<file path="src/rtl/apb_master_mslave_if.sv">
// rtl/apb_master_mslave_if.sv - command, response and APB bus bundle for apb_master_mslave
//
// Purpose: groups the local command port, the response port and the APB
// bus of the bridge.
//   master modport : the bridge's view
//                    (drives cmd_ready, P*, rsp_*, busy)
//   slave modport  : the environment's view
//                    (drives cmd_*, PRDATA, PREADY, PSLVERR)
// Signals:
//   cmd_valid/cmd_ready/cmd_write/cmd_addr/cmd_wdata/cmd_strb  command port
//   PSEL/PENABLE/PWRITE/PADDR/PWDATA/PSTRB                     APB request
//   PRDATA/PREADY/PSLVERR                                      per-slave APB reply
//   rsp_valid/rsp_rdata/rsp_err/rsp_timeout                    completion report
//   busy                                                       transfer in progress
interface apb_master_mslave_if #(
  parameter int ADDR_W     = 8,
  parameter int DATA_W     = 32,
  parameter int NUM_SLAVES = 4
);
  logic                         cmd_valid;
  logic                         cmd_ready;
  logic                         cmd_write;
  logic [ADDR_W-1:0]            cmd_addr;
  logic [DATA_W-1:0]            cmd_wdata;
  logic [DATA_W/8-1:0]          cmd_strb;

  logic [NUM_SLAVES-1:0]        PSEL;
  logic                         PENABLE;
  logic                         PWRITE;
  logic [ADDR_W-1:0]            PADDR;
  logic [DATA_W-1:0]            PWDATA;
  logic [DATA_W/8-1:0]          PSTRB;
  logic [NUM_SLAVES*DATA_W-1:0] PRDATA;
  logic [NUM_SLAVES-1:0]        PREADY;
  logic [NUM_SLAVES-1:0]        PSLVERR;

  logic                         rsp_valid;
  logic [DATA_W-1:0]            rsp_rdata;
  logic                         rsp_err;
  logic                         rsp_timeout;
  logic                         busy;

  modport master (
    input  cmd_valid, cmd_write, cmd_addr, cmd_wdata, cmd_strb,
    output cmd_ready,
    output PSEL, PENABLE, PWRITE, PADDR, PWDATA, PSTRB,
    input  PRDATA, PREADY, PSLVERR,
    output rsp_valid, rsp_rdata, rsp_err, rsp_timeout, busy
  );

  modport slave (
    output cmd_valid, cmd_write, cmd_addr, cmd_wdata, cmd_strb,
    input  cmd_ready,
    input  PSEL, PENABLE, PWRITE, PADDR, PWDATA, PSTRB,
    output PRDATA, PREADY, PSLVERR,
    input  rsp_valid, rsp_rdata, rsp_err, rsp_timeout, busy
  );
endinterface

</file>
<file path="src/rtl/apb_master_mslave.sv">
// rtl/apb_master_mslave.sv - APB master bridging a valid/ready command port onto a multi-slave APB bus
//
// Purpose: accepts commands on a valid/ready port, decodes the slave from
// the top address bits and runs SETUP/ACCESS APB transfers. Each transfer
// ends in a one-cycle response pulse that reports slave errors, decode
// errors and wait-state timeouts.
//
// Ports:
//   PCLK    : clock, rising edge
//   PRESET  : synchronous, active-high reset
//   bus     : apb_master_mslave_if.master
//             (command, APB and response signals)
module apb_master_mslave #(
  parameter int ADDR_W     = 8,
  parameter int DATA_W     = 32,
  parameter int NUM_SLAVES = 4,
  parameter int TIMEOUT    = 16
) (
  input  logic                 PCLK,
  input  logic                 PRESET,
  apb_master_mslave_if.master  bus
);

  localparam int SEL_W = (NUM_SLAVES > 1) ? $clog2(NUM_SLAVES) : 1;
  localparam int STB_W = DATA_W / 8;
  // The counter only needs to reach TIMEOUT-1; the abort fires while it holds that value.
  localparam int CNT_W = (TIMEOUT > 1) ? $clog2(TIMEOUT) : 1;
  localparam logic [CNT_W-1:0] CNT_MAX = CNT_W'((TIMEOUT > 0) ? TIMEOUT - 1 : 0);

  typedef enum logic [1:0] {S_IDLE, S_SETUP, S_ACCESS} state_t;

  state_t              state_q, state_d;
  logic [SEL_W-1:0]    sel_q, sel_d;
  logic [ADDR_W-1:0]   addr_q, addr_d;
  logic [DATA_W-1:0]   wdata_q, wdata_d;
  logic [STB_W-1:0]    strb_q, strb_d;
  logic                write_q, write_d;
  logic [CNT_W-1:0]    cnt_q, cnt_d;
  // A decode error accepted while another response is already going out
  // this cycle; its response is delayed by one cycle.
  logic                pend_q, pend_d;
  logic                rsp_valid_q, rsp_valid_d;
  logic [DATA_W-1:0]   rsp_rdata_q, rsp_rdata_d;
  logic                rsp_err_q, rsp_err_d;
  logic                rsp_timeout_q, rsp_timeout_d;

  logic [SEL_W-1:0]    cmd_sel;
  logic                cmd_dec_err;
  logic                pready_sel;
  logic                pslverr_sel;
  logic [DATA_W-1:0]   prdata_sel;
  logic                timing_out;
  logic                cmd_ready;
  logic                accept;
  logic                load;
  logic [NUM_SLAVES-1:0] psel;

  assign cmd_sel     = bus.cmd_addr[ADDR_W-1 -: SEL_W];
  assign cmd_dec_err = (int'(cmd_sel) >= NUM_SLAVES);

  // Reply path of the addressed slave only; other slaves are ignored.
  always_comb begin
    pready_sel  = 1'b0;
    pslverr_sel = 1'b0;
    prdata_sel  = '0;
    psel        = '0;
    for (int i = 0; i < NUM_SLAVES; i++) begin
      if (int'(sel_q) == i) begin
        pready_sel  = bus.PREADY[i];
        pslverr_sel = bus.PSLVERR[i];
        prdata_sel  = bus.PRDATA[i*DATA_W +: DATA_W];
        psel[i]     = (state_q != S_IDLE);
      end
    end
  end

  assign timing_out = (TIMEOUT != 0) && (state_q == S_ACCESS) && !pready_sel && (cnt_q == CNT_MAX);
  assign cmd_ready  = (state_q == S_IDLE) || ((state_q == S_ACCESS) && pready_sel && !timing_out);
  assign accept     = bus.cmd_valid && cmd_ready;

  assign bus.cmd_ready   = cmd_ready;
  assign bus.PSEL        = psel;
  assign bus.PENABLE     = (state_q == S_ACCESS);
  assign bus.PWRITE      = write_q;
  assign bus.PADDR       = addr_q;
  assign bus.PWDATA      = wdata_q;
  assign bus.PSTRB       = strb_q;
  assign bus.rsp_valid   = rsp_valid_q;
  assign bus.rsp_rdata   = rsp_rdata_q;
  assign bus.rsp_err     = rsp_err_q;
  assign bus.rsp_timeout = rsp_timeout_q;
  assign bus.busy        = (state_q != S_IDLE);

  always_comb begin
    state_d       = state_q;
    sel_d         = sel_q;
    addr_d        = addr_q;
    wdata_d       = wdata_q;
    strb_d        = strb_q;
    write_d       = write_q;
    cnt_d         = cnt_q;
    pend_d        = 1'b0;
    rsp_valid_d   = 1'b0;
    rsp_rdata_d   = rsp_rdata_q;
    rsp_err_d     = rsp_err_q;
    rsp_timeout_d = rsp_timeout_q;
    load          = 1'b0;

    case (state_q)
      S_IDLE: begin
        if (pend_q) begin
          rsp_valid_d   = 1'b1;
          rsp_err_d     = 1'b1;
          rsp_timeout_d = 1'b0;
          rsp_rdata_d   = '0;
        end
        if (accept) begin
          if (cmd_dec_err) begin
            // Both responses are identical error reports, so one can wait.
            if (pend_q) begin
              pend_d = 1'b1;
            end else begin
              rsp_valid_d   = 1'b1;
              rsp_err_d     = 1'b1;
              rsp_timeout_d = 1'b0;
              rsp_rdata_d   = '0;
            end
          end else begin
            load    = 1'b1;
            state_d = S_SETUP;
          end
        end
      end

      S_SETUP: begin
        state_d = S_ACCESS;
        cnt_d   = '0;
      end

      S_ACCESS: begin
        if (pready_sel) begin
          rsp_valid_d   = 1'b1;
          rsp_err_d     = pslverr_sel;
          rsp_timeout_d = 1'b0;
          rsp_rdata_d   = (write_q || pslverr_sel) ? '0 : prdata_sel;
          state_d       = S_IDLE;
          if (accept) begin
            if (cmd_dec_err) begin
              pend_d = 1'b1;
            end else begin
              load    = 1'b1;
              state_d = S_SETUP;
            end
          end
        end else if (timing_out) begin
          state_d       = S_IDLE;
          rsp_valid_d   = 1'b1;
          rsp_err_d     = 1'b1;
          rsp_timeout_d = 1'b1;
          rsp_rdata_d   = '0;
        end else begin
          cnt_d = cnt_q + 1'b1;
        end
      end

      default: state_d = S_IDLE;
    endcase

    // Decode-error commands are not latched so the bus stays quiet.
    if (load) begin
      sel_d   = cmd_sel;
      addr_d  = bus.cmd_addr;
      wdata_d = bus.cmd_wdata;
      write_d = bus.cmd_write;
      strb_d  = bus.cmd_write ? bus.cmd_strb : '0;
    end
  end

  always_ff @(posedge PCLK) begin
    if (PRESET) begin
      state_q       <= S_IDLE;
      sel_q         <= '0;
      addr_q        <= '0;
      wdata_q       <= '0;
      strb_q        <= '0;
      write_q       <= 1'b0;
      cnt_q         <= '0;
      pend_q        <= 1'b0;
      rsp_valid_q   <= 1'b0;
      rsp_rdata_q   <= '0;
      rsp_err_q     <= 1'b0;
      rsp_timeout_q <= 1'b0;
    end else begin
      state_q       <= state_d;
      sel_q         <= sel_d;
      addr_q        <= addr_d;
      wdata_q       <= wdata_d;
      strb_q        <= strb_d;
      write_q       <= write_d;
      cnt_q         <= cnt_d;
      pend_q        <= pend_d;
      rsp_valid_q   <= rsp_valid_d;
      rsp_rdata_q   <= rsp_rdata_d;
      rsp_err_q     <= rsp_err_d;
      rsp_timeout_q <= rsp_timeout_d;
    end
  end

endmodule
</file>
<file path="src/flat_wrapper.sv">
// flat-port wrapper written by rule: the top's interface ports become plain ports
module apb_master_mslave_flat 
#(
  parameter int ADDR_W     = 8,
  parameter int DATA_W     = 32,
  parameter int NUM_SLAVES = 4,
  parameter int TIMEOUT    = 16
)
  (PCLK, PRESET, bus_cmd_valid, bus_cmd_write, bus_cmd_addr, bus_cmd_wdata, bus_cmd_strb, bus_cmd_ready, bus_PSEL, bus_PENABLE, bus_PWRITE, bus_PADDR, bus_PWDATA, bus_PSTRB, bus_PRDATA, bus_PREADY, bus_PSLVERR, bus_rsp_valid, bus_rsp_rdata, bus_rsp_err, bus_rsp_timeout, bus_busy);
  apb_master_mslave_if #(.ADDR_W(ADDR_W), .DATA_W(DATA_W), .NUM_SLAVES(NUM_SLAVES)) bus_i ();
  input  logic PCLK;
  input  logic PRESET;
  input wire logic [$bits(bus_i.cmd_valid)-1:0] bus_cmd_valid;
  input wire logic [$bits(bus_i.cmd_write)-1:0] bus_cmd_write;
  input wire logic [$bits(bus_i.cmd_addr)-1:0] bus_cmd_addr;
  input wire logic [$bits(bus_i.cmd_wdata)-1:0] bus_cmd_wdata;
  input wire logic [$bits(bus_i.cmd_strb)-1:0] bus_cmd_strb;
  output wire logic [$bits(bus_i.cmd_ready)-1:0] bus_cmd_ready;
  output wire logic [$bits(bus_i.PSEL)-1:0] bus_PSEL;
  output wire logic [$bits(bus_i.PENABLE)-1:0] bus_PENABLE;
  output wire logic [$bits(bus_i.PWRITE)-1:0] bus_PWRITE;
  output wire logic [$bits(bus_i.PADDR)-1:0] bus_PADDR;
  output wire logic [$bits(bus_i.PWDATA)-1:0] bus_PWDATA;
  output wire logic [$bits(bus_i.PSTRB)-1:0] bus_PSTRB;
  input wire logic [$bits(bus_i.PRDATA)-1:0] bus_PRDATA;
  input wire logic [$bits(bus_i.PREADY)-1:0] bus_PREADY;
  input wire logic [$bits(bus_i.PSLVERR)-1:0] bus_PSLVERR;
  output wire logic [$bits(bus_i.rsp_valid)-1:0] bus_rsp_valid;
  output wire logic [$bits(bus_i.rsp_rdata)-1:0] bus_rsp_rdata;
  output wire logic [$bits(bus_i.rsp_err)-1:0] bus_rsp_err;
  output wire logic [$bits(bus_i.rsp_timeout)-1:0] bus_rsp_timeout;
  output wire logic [$bits(bus_i.busy)-1:0] bus_busy;
  assign bus_i.cmd_valid = bus_cmd_valid;
  assign bus_i.cmd_write = bus_cmd_write;
  assign bus_i.cmd_addr = bus_cmd_addr;
  assign bus_i.cmd_wdata = bus_cmd_wdata;
  assign bus_i.cmd_strb = bus_cmd_strb;
  assign bus_cmd_ready = bus_i.cmd_ready;
  assign bus_PSEL = bus_i.PSEL;
  assign bus_PENABLE = bus_i.PENABLE;
  assign bus_PWRITE = bus_i.PWRITE;
  assign bus_PADDR = bus_i.PADDR;
  assign bus_PWDATA = bus_i.PWDATA;
  assign bus_PSTRB = bus_i.PSTRB;
  assign bus_i.PRDATA = bus_PRDATA;
  assign bus_i.PREADY = bus_PREADY;
  assign bus_i.PSLVERR = bus_PSLVERR;
  assign bus_rsp_valid = bus_i.rsp_valid;
  assign bus_rsp_rdata = bus_i.rsp_rdata;
  assign bus_rsp_err = bus_i.rsp_err;
  assign bus_rsp_timeout = bus_i.rsp_timeout;
  assign bus_busy = bus_i.busy;
  apb_master_mslave #(.ADDR_W(ADDR_W), .DATA_W(DATA_W), .NUM_SLAVES(NUM_SLAVES), .TIMEOUT(TIMEOUT)) u_core (.PCLK(PCLK), .PRESET(PRESET), .bus(bus_i));
endmodule
</file>
<file path="config.mk">
export PLATFORM = sky130hd
export DESIGN_NAME = apb_master_mslave_flat
export DESIGN_NICKNAME = d
export VERILOG_FILES = /design/src/rtl/apb_master_mslave_if.sv /design/src/rtl/apb_master_mslave.sv /design/src/flat_wrapper.sv
export SDC_FILE = /design/constraint.sdc
export NUM_CORES = 1
export LEC_CHECK = 0
export ABC_AREA = 1
export ABC_CLOCK_PERIOD_IN_PS = 1500
export CORE_MARGIN = 2
export CORE_UTILIZATION = 34
export DETAILED_ROUTE_END_ITERATION = 10
export PLACE_DENSITY = 0.88
export SYNTH_ARGS = -nofsm -noshare
export SYNTH_HDL_FRONTEND = slang
export SYNTH_SLANG_ARGS = --single-unit
</file>
<file path="constraint.sdc">
create_clock -name PCLK -period 1.5 [get_ports PCLK]
set_input_delay 0.225 -clock PCLK [delete_from_list [all_inputs] [get_ports PCLK]]
set_output_delay 0.225 -clock PCLK [all_outputs]
set_load 0.01 [all_outputs]
</file>
# Yosys cells after proc, flatten, opt, wreduce, memory -nomap -nowiden
# Cells that the tools add are included.
dict set report word_totals {
  reg_bits 88
  in_bits 184
  out_inout_bits 87
  wordCells 81
}
dict set report classes {
  add_sub_neg 1
  eq_ne 10
  mux 39
  bitwise_logic 2
  n_reduce_logical 18
}
# operator count
set op_table {}
lappend op_table {{$mux 32} 8}
lappend op_table {{$mux 1} 22}
lappend op_table {{$mux 4} 3}
lappend op_table {{$pmux 4 s2} 1}
lappend op_table {{$eq 2x2->1 const B} 3}
lappend op_table {{$mux 2} 3}
lappend op_table {{$pmux 2 s3} 1}
lappend op_table {{$reduce_and 3->1} 2}
lappend op_table {{$reduce_bool 2->1} 3}
lappend op_table {{$logic_and 1x1->1} 5}
lappend op_table {{$add 4x1->4 const B} 1}
lappend op_table {{$eq 2x1->1 const B} 2}
lappend op_table {{$eq 4x4->1 const B} 1}
lappend op_table {{$logic_not 2->1} 2}
lappend op_table {{$ne 2x2->1 const B} 2}
lappend op_table {{$ne 3x1->1 const B} 1}
lappend op_table {{$logic_not 1->1} 2}
lappend op_table {{$logic_or 1x1->1} 2}
lappend op_table {{$ne 2x1->1 const B} 1}
lappend op_table {{$not 1->1} 2}
lappend op_table {{$pmux 1 s2} 1}
lappend op_table {{$reduce_and 2->1} 1}
lappend op_table {{$reduce_or 2->1} 1}

# Depth between registers and ports, before layout
dict set report logic_depth {
  depth_word 15
  mapped_depth 11
  depth_no_buf 9
}

# Worst setup path after synthesis
# Ideal clock, no wire load.
dict set report synth_path {
  path_type {reg2reg}
  startpoint {register u_core.state_q[0]}
  endpoint {register u_core.wdata_q[0], in the netlist u_core.bus.PWDATA[0]}
  setup_time_ns 0.116
  arrival_ns 1.591
  setup_slack_ns -0.207
  path_stages_with_launch 10
  path_buffers 2
  period_less_slack_ns 1.707
  path_cell_list {dfxtp_1 > inv_1 > ha_1 > clkbuf_1 > nand3_2 > nand2_4 > nand2_8 > buf_6 > o21ai_0 > nor2_1}
}
dict set report synth_via {
  elab_chain_len 10
  elab_cells_between_ends 12
  cone_classes {eq/ne: 1; mux: 3; reduce/logical: 8}
}
# item line_no
set synth_lines {}
lappend synth_lines {{start, declared} apb_master_mslave.sv:32} ;# state_t state_q, state_d;
lappend synth_lines {{start signal, assigned} apb_master_mslave.sv:194} ;# state_q <= state_d;
lappend synth_lines {{$eq 2x2->1 *} n/a}
lappend synth_lines {{named net bus_PENABLE} flat_wrapper.sv:20} ;# output wire logic [$bits(bus_i.PENABLE)-1:0] bus_PENABLE;
lappend synth_lines {{$logic_and 1x1->1 (2 in a row)} apb_master_mslave.sv:77} ;# assign timing_out = (TIMEOUT != 0) && (state_q == S_ACCESS) && !pready_sel && (cnt_q == CNT_MAX);
lappend synth_lines {{$logic_not 1->1} apb_master_mslave.sv:78} ;# assign cmd_ready = (state_q == S_IDLE) || ((state_q == S_ACCESS) && pready_sel && !timing_out);
lappend synth_lines {{$logic_and 1x1->1 *} apb_master_mslave.sv:78}
lappend synth_lines {{$logic_or 1x1->1 *} apb_master_mslave.sv:78}
lappend synth_lines {{named net bus_cmd_ready} flat_wrapper.sv:18} ;# output wire logic [$bits(bus_i.cmd_ready)-1:0] bus_cmd_ready;
lappend synth_lines {{$logic_and 1x1->1 *} apb_master_mslave.sv:79} ;# assign accept = bus.cmd_valid && cmd_ready;
lappend synth_lines {{$mux 1 *} apb_master_mslave.sv:147} ;# if (accept) begin
lappend synth_lines {{$mux 1} apb_master_mslave.sv:141} ;# if (pready_sel) begin
lappend synth_lines {{$pmux 1 s2 *} apb_master_mslave.sv:109} ;# case (state_q)
lappend synth_lines {{end signal, assigned} apb_master_mslave.sv:197} ;# wdata_q <= wdata_d;
lappend synth_lines {{end, declared} apb_master_mslave.sv:35} ;# logic [DATA_W-1:0] wdata_q, wdata_d;
# The timed path passes the listed nets; every way through them passes the cells marked *.
# A chain may end at the register's enable or synchronous reset.

==> results.cfg <==
[floorplanning]
fp.dieH_um = 119
rows = 41
initial_utilization_pct = 35.2
die_area_mm2 = 0.0141
ios = 271
die_w_um = 119
core_mm2 = 0.0127

[cts]
holdBufCountCts = 0
clk_pin_slew_ns = 0.07
clk_latency_ns = 0.34
clk_path_buf_depth = 2
ctsRootBufferMaster = clkbuf_16
cts_tree = yes
cts_buffers = 9
htreeDepth = 3
clock_sinks = 86

[synthesis]
ys_ff_latch = 86
synth_xor_area_share_pct = 0
synth_cell_types = 31
yosys_most_used_dff = dfxtp_1
synth_fp_nets = 867
synth_area_mm2 = 0.00448
seq_area_frac_synth_pct = 38.4
yosysWarnings = 0
synth-simple-area-share_pct = 34.1
synth_top_family_by_area = simple AND/OR/NAND/NOR gates
synthMuxAreaShare_pct = 0
syn_avg_cell_area_um2 = 6.60
async_reset_ff_share_pct = 0
synth_compound_area_share_pct = 15.3
synth_edf_count = 0
synthAdderAreaFrac_pct = 1.40
syn-instance-count = 678

[pwr]
power_frac_comb_pct = 61.3
p_clk_share_pct = 16.4
leakagePower_nw = 4.09
vdd_drop_max_mv = 0.916
cellPowerDensity_mw_per_mm2 = 1470
power_switching_w = 0.00557
netSwitchingFraction_pct = 40.2
power.total_w = 0.0139
intPower_w = 0.00830
seq_power_share_pct = 22.3

[cells_and_area]
layout-drive-gt1-share_pct = 29.9
nets = 1182
area_growth_pct = 110
num_antenna_cells = 0
design_area_mm2 = 0.00941
instances_no_fill = 1170

[global_routing]
grt_pass1_wl_um = 28600
grt_max_degree = 49
track_usage_pct = 25.3
first_global_vias = 5768
grt-ovfl-total = 0
antenna_found_initial = 0

[setup_path]
cp-start-kind = register
setup.worst_path.end_class = register
critPathMaxFanout = 8
crit_required_ns = 1.76
arrival_ns = 2.04
worstSetupPathType = register to register

[timing]
grt_setup_unrepaired = yes
min_period_over_period_pct = 119
skew_ns = 0.00864
relSlewSlack_pct = 58.7
finalHoldViolations = 0
hold_slack_ns = 0.408
setup-tns-final_ns = -16.10
setup_viol = 89
slew_viol_final = 0
max_freq_mhz = 561
tightest_slew_ns = 0.619
period_needed_ns = 1.78
timing.final.ws_setup_ns = -0.282

[min_path]
hold_path_class = primary input to register

[detailed_routing]
drc = 0
wire_per_inst_um = 17.1
drt_first_iter_violations = 384
drtAntennaViolNets = 0
vias = 5907
wirelength_um = 20000
dr.pass1.iters = 5
vias_per_cell = 5.05

[job]
cap_violations = 0

[place]
place_congestion = 0.845
dp_hpwl_um = 12200
place_area_mm2 = 0.00763
portBuffers = 270
placed_cells = 1120

[outcome]
violations = negative setup slack
status = finished with violations
## power groups by stage
| stage | logic [W] | registers, W | clock network (W) |
|---|---|---|---|
| global placement | 0.00559 | 0.00305 | 0 |
| finish | 0.00850 | 0.00309 | 0.00228 |
| CTS | 0.00717 | 0.00305 | 0.00230 |
| global route | 0.00903 | 0.00315 | 0.00240 |
| detailed placement | 0.00568 | 0.00308 | 0 |
| floorplan | 0.00280 | 0.00324 | 0 |
## cell type report
class / instances / area, um^2
inverter: 60 / 259
sequential: 86 / 1740
fill: 872 / 3310
tap: 172 / 215
clock inverter: 6 / 61.3
timing repair buffer: 350 / 3810
clock buffer: 10 / 239
multi-input combinational: 486 / 3090
## per-layer routing
layer / up-vias / share of wire [%] / GRT usage (%)
li1: 2831 / - / -
met1: 2775 / 40 / 27.6
met2: 254 / 50 / 45.2
met3: 47 / 7.1 / 7.29
met4: 0 / 3.0 / 11.0
met5: - / 0 / 0
## worst paths after layout
| check | startpoint | endpoint | slack, ns | cells after the start |
|---|---|---|---|---|
| worst max-delay path | u_core.bus.PADDR[7]$_SDFFE_PP0P_ | u_core.bus.rsp_rdata[18]$_SDFFE_PP0P_ | -0.28 | 11 |
| worst min-delay path | PRESET | u_core.bus.PWDATA[3]$_SDFFE_PP0P_ | 0.41 | 5 |
| worst max register to register | u_core.bus.PADDR[7]$_SDFFE_PP0P_ | u_core.bus.rsp_rdata[18]$_SDFFE_PP0P_ | -0.28 | 11 |
| worst min register to register | u_core.bus.rsp_rdata[30]$_SDFFE_PP0P_ | u_core.bus.rsp_rdata[30]$_SDFFE_PP0P_ | 0.46 | 2 |
## flip-flops by register name, indices dropped and copies added, names as in the netlist
| name | cells |
|---|---|
| u_core.bus.PADDR | 7 |
| u_core.bus.PSTRB | 4 |
| u_core.bus.PWDATA | 32 |
| u_core.bus.PWRITE | 1 |
| u_core.bus.rsp_err | 1 |
| u_core.bus.rsp_rdata | 32 |
| u_core.bus.rsp_timeout | 1 |
| u_core.bus.rsp_valid | 1 |
| u_core.cnt_q | 4 |
| u_core.sel_q | 1 |
| u_core.state_q | 2 |
## cells by family (layout without fill, tap and decap cells)
group | count (synthesis) | after routing
buffers and inverters | 106 | 426
adder cells (fa/ha/maj) | 5 | 5
AND/OR/NAND/NOR | 346 | 346
AO/OA/AOI/OAI | 135 | 135
flip-flops | 86 | 86
## what timing repair did
action,4_1_cts,5_1_grt
setup endpoints to repair,94,108
pin swaps,20,50
gates resized for setup,192,170
cloned,6,6
buffers inserted,15,11
## cell usage after synthesis, types with 2 or more instances
master	instances	area, um^2
nand2_1	113	424
nor2_1	110	413
dfxtp_1	86	1720
nand3_1	85	425
o21ai_0	67	335
a21oi_1	57	285
inv_1	56	210
clkbuf_1	21	78.8
or2_2	17	106
buf_2	11	55.1
buf_6	7	78.8
o21ai_1	7	35.0
ha_1	5	62.6
nand4_1	5	31.3
buf_4	4	30.0
nand3b_1	4	30.0
buf_1	3	11.3
nor3_1	3	15.0
a31oi_1	2	12.5
inv_2	2	7.51
nand2_2	2	12.5
or2_1	2	12.5
## cell usage in the layout, fill, tap and decap left out, types with 8 or more instances in the layout
cell type        synthesis  layout
a21oi_1                 57      29
a21oi_2                  0      27
buf_12                   0      14
buf_4                    4      31
buf_6                    7      30
clkbuf_16                0      15
clkdlybuf4s50_1          0     234
dfxtp_1                 86      81
dlymetal6s2s_1           0      22
inv_1                   56      52
nand2_1                113      95
nand2_2                  2       9
nand2_4                  1       8
nand3_1                 85      50
nand3_2                  1      24
nand3_4                  0      12
nor2_1                 110      82
nor2_2                   1      26
o21ai_0                 67      30
o21ai_2                  0      38
or2_2                   17      17
## stage by stage
step | setup WS, ns | utilization, %
2_1_floorplan | -0.0514 | -
3_3_place_gp | -0.395 | 60.0
3_5_place_dp | -0.437 | 60.0
4_1_cts | -0.196 | 67.9
5_1_grt | -0.373 | 74.0
6_report | -0.282 | 74.0
## worst max-delay path, cell delays in order, from the launching register on
cell and delay, ns:
dfxtp_4 0.35, buf_12 0.14, nor2_4 0.14, nand2_2 0.09
nand3_4 0.11, buf_6 0.12, nand2_8 0.06, nor2_4 0.15
buf_12 0.14, clkbuf_16 0.17, nand3_2 0.06, a21oi_1 0.16
(Power assumes the default switching activity.)
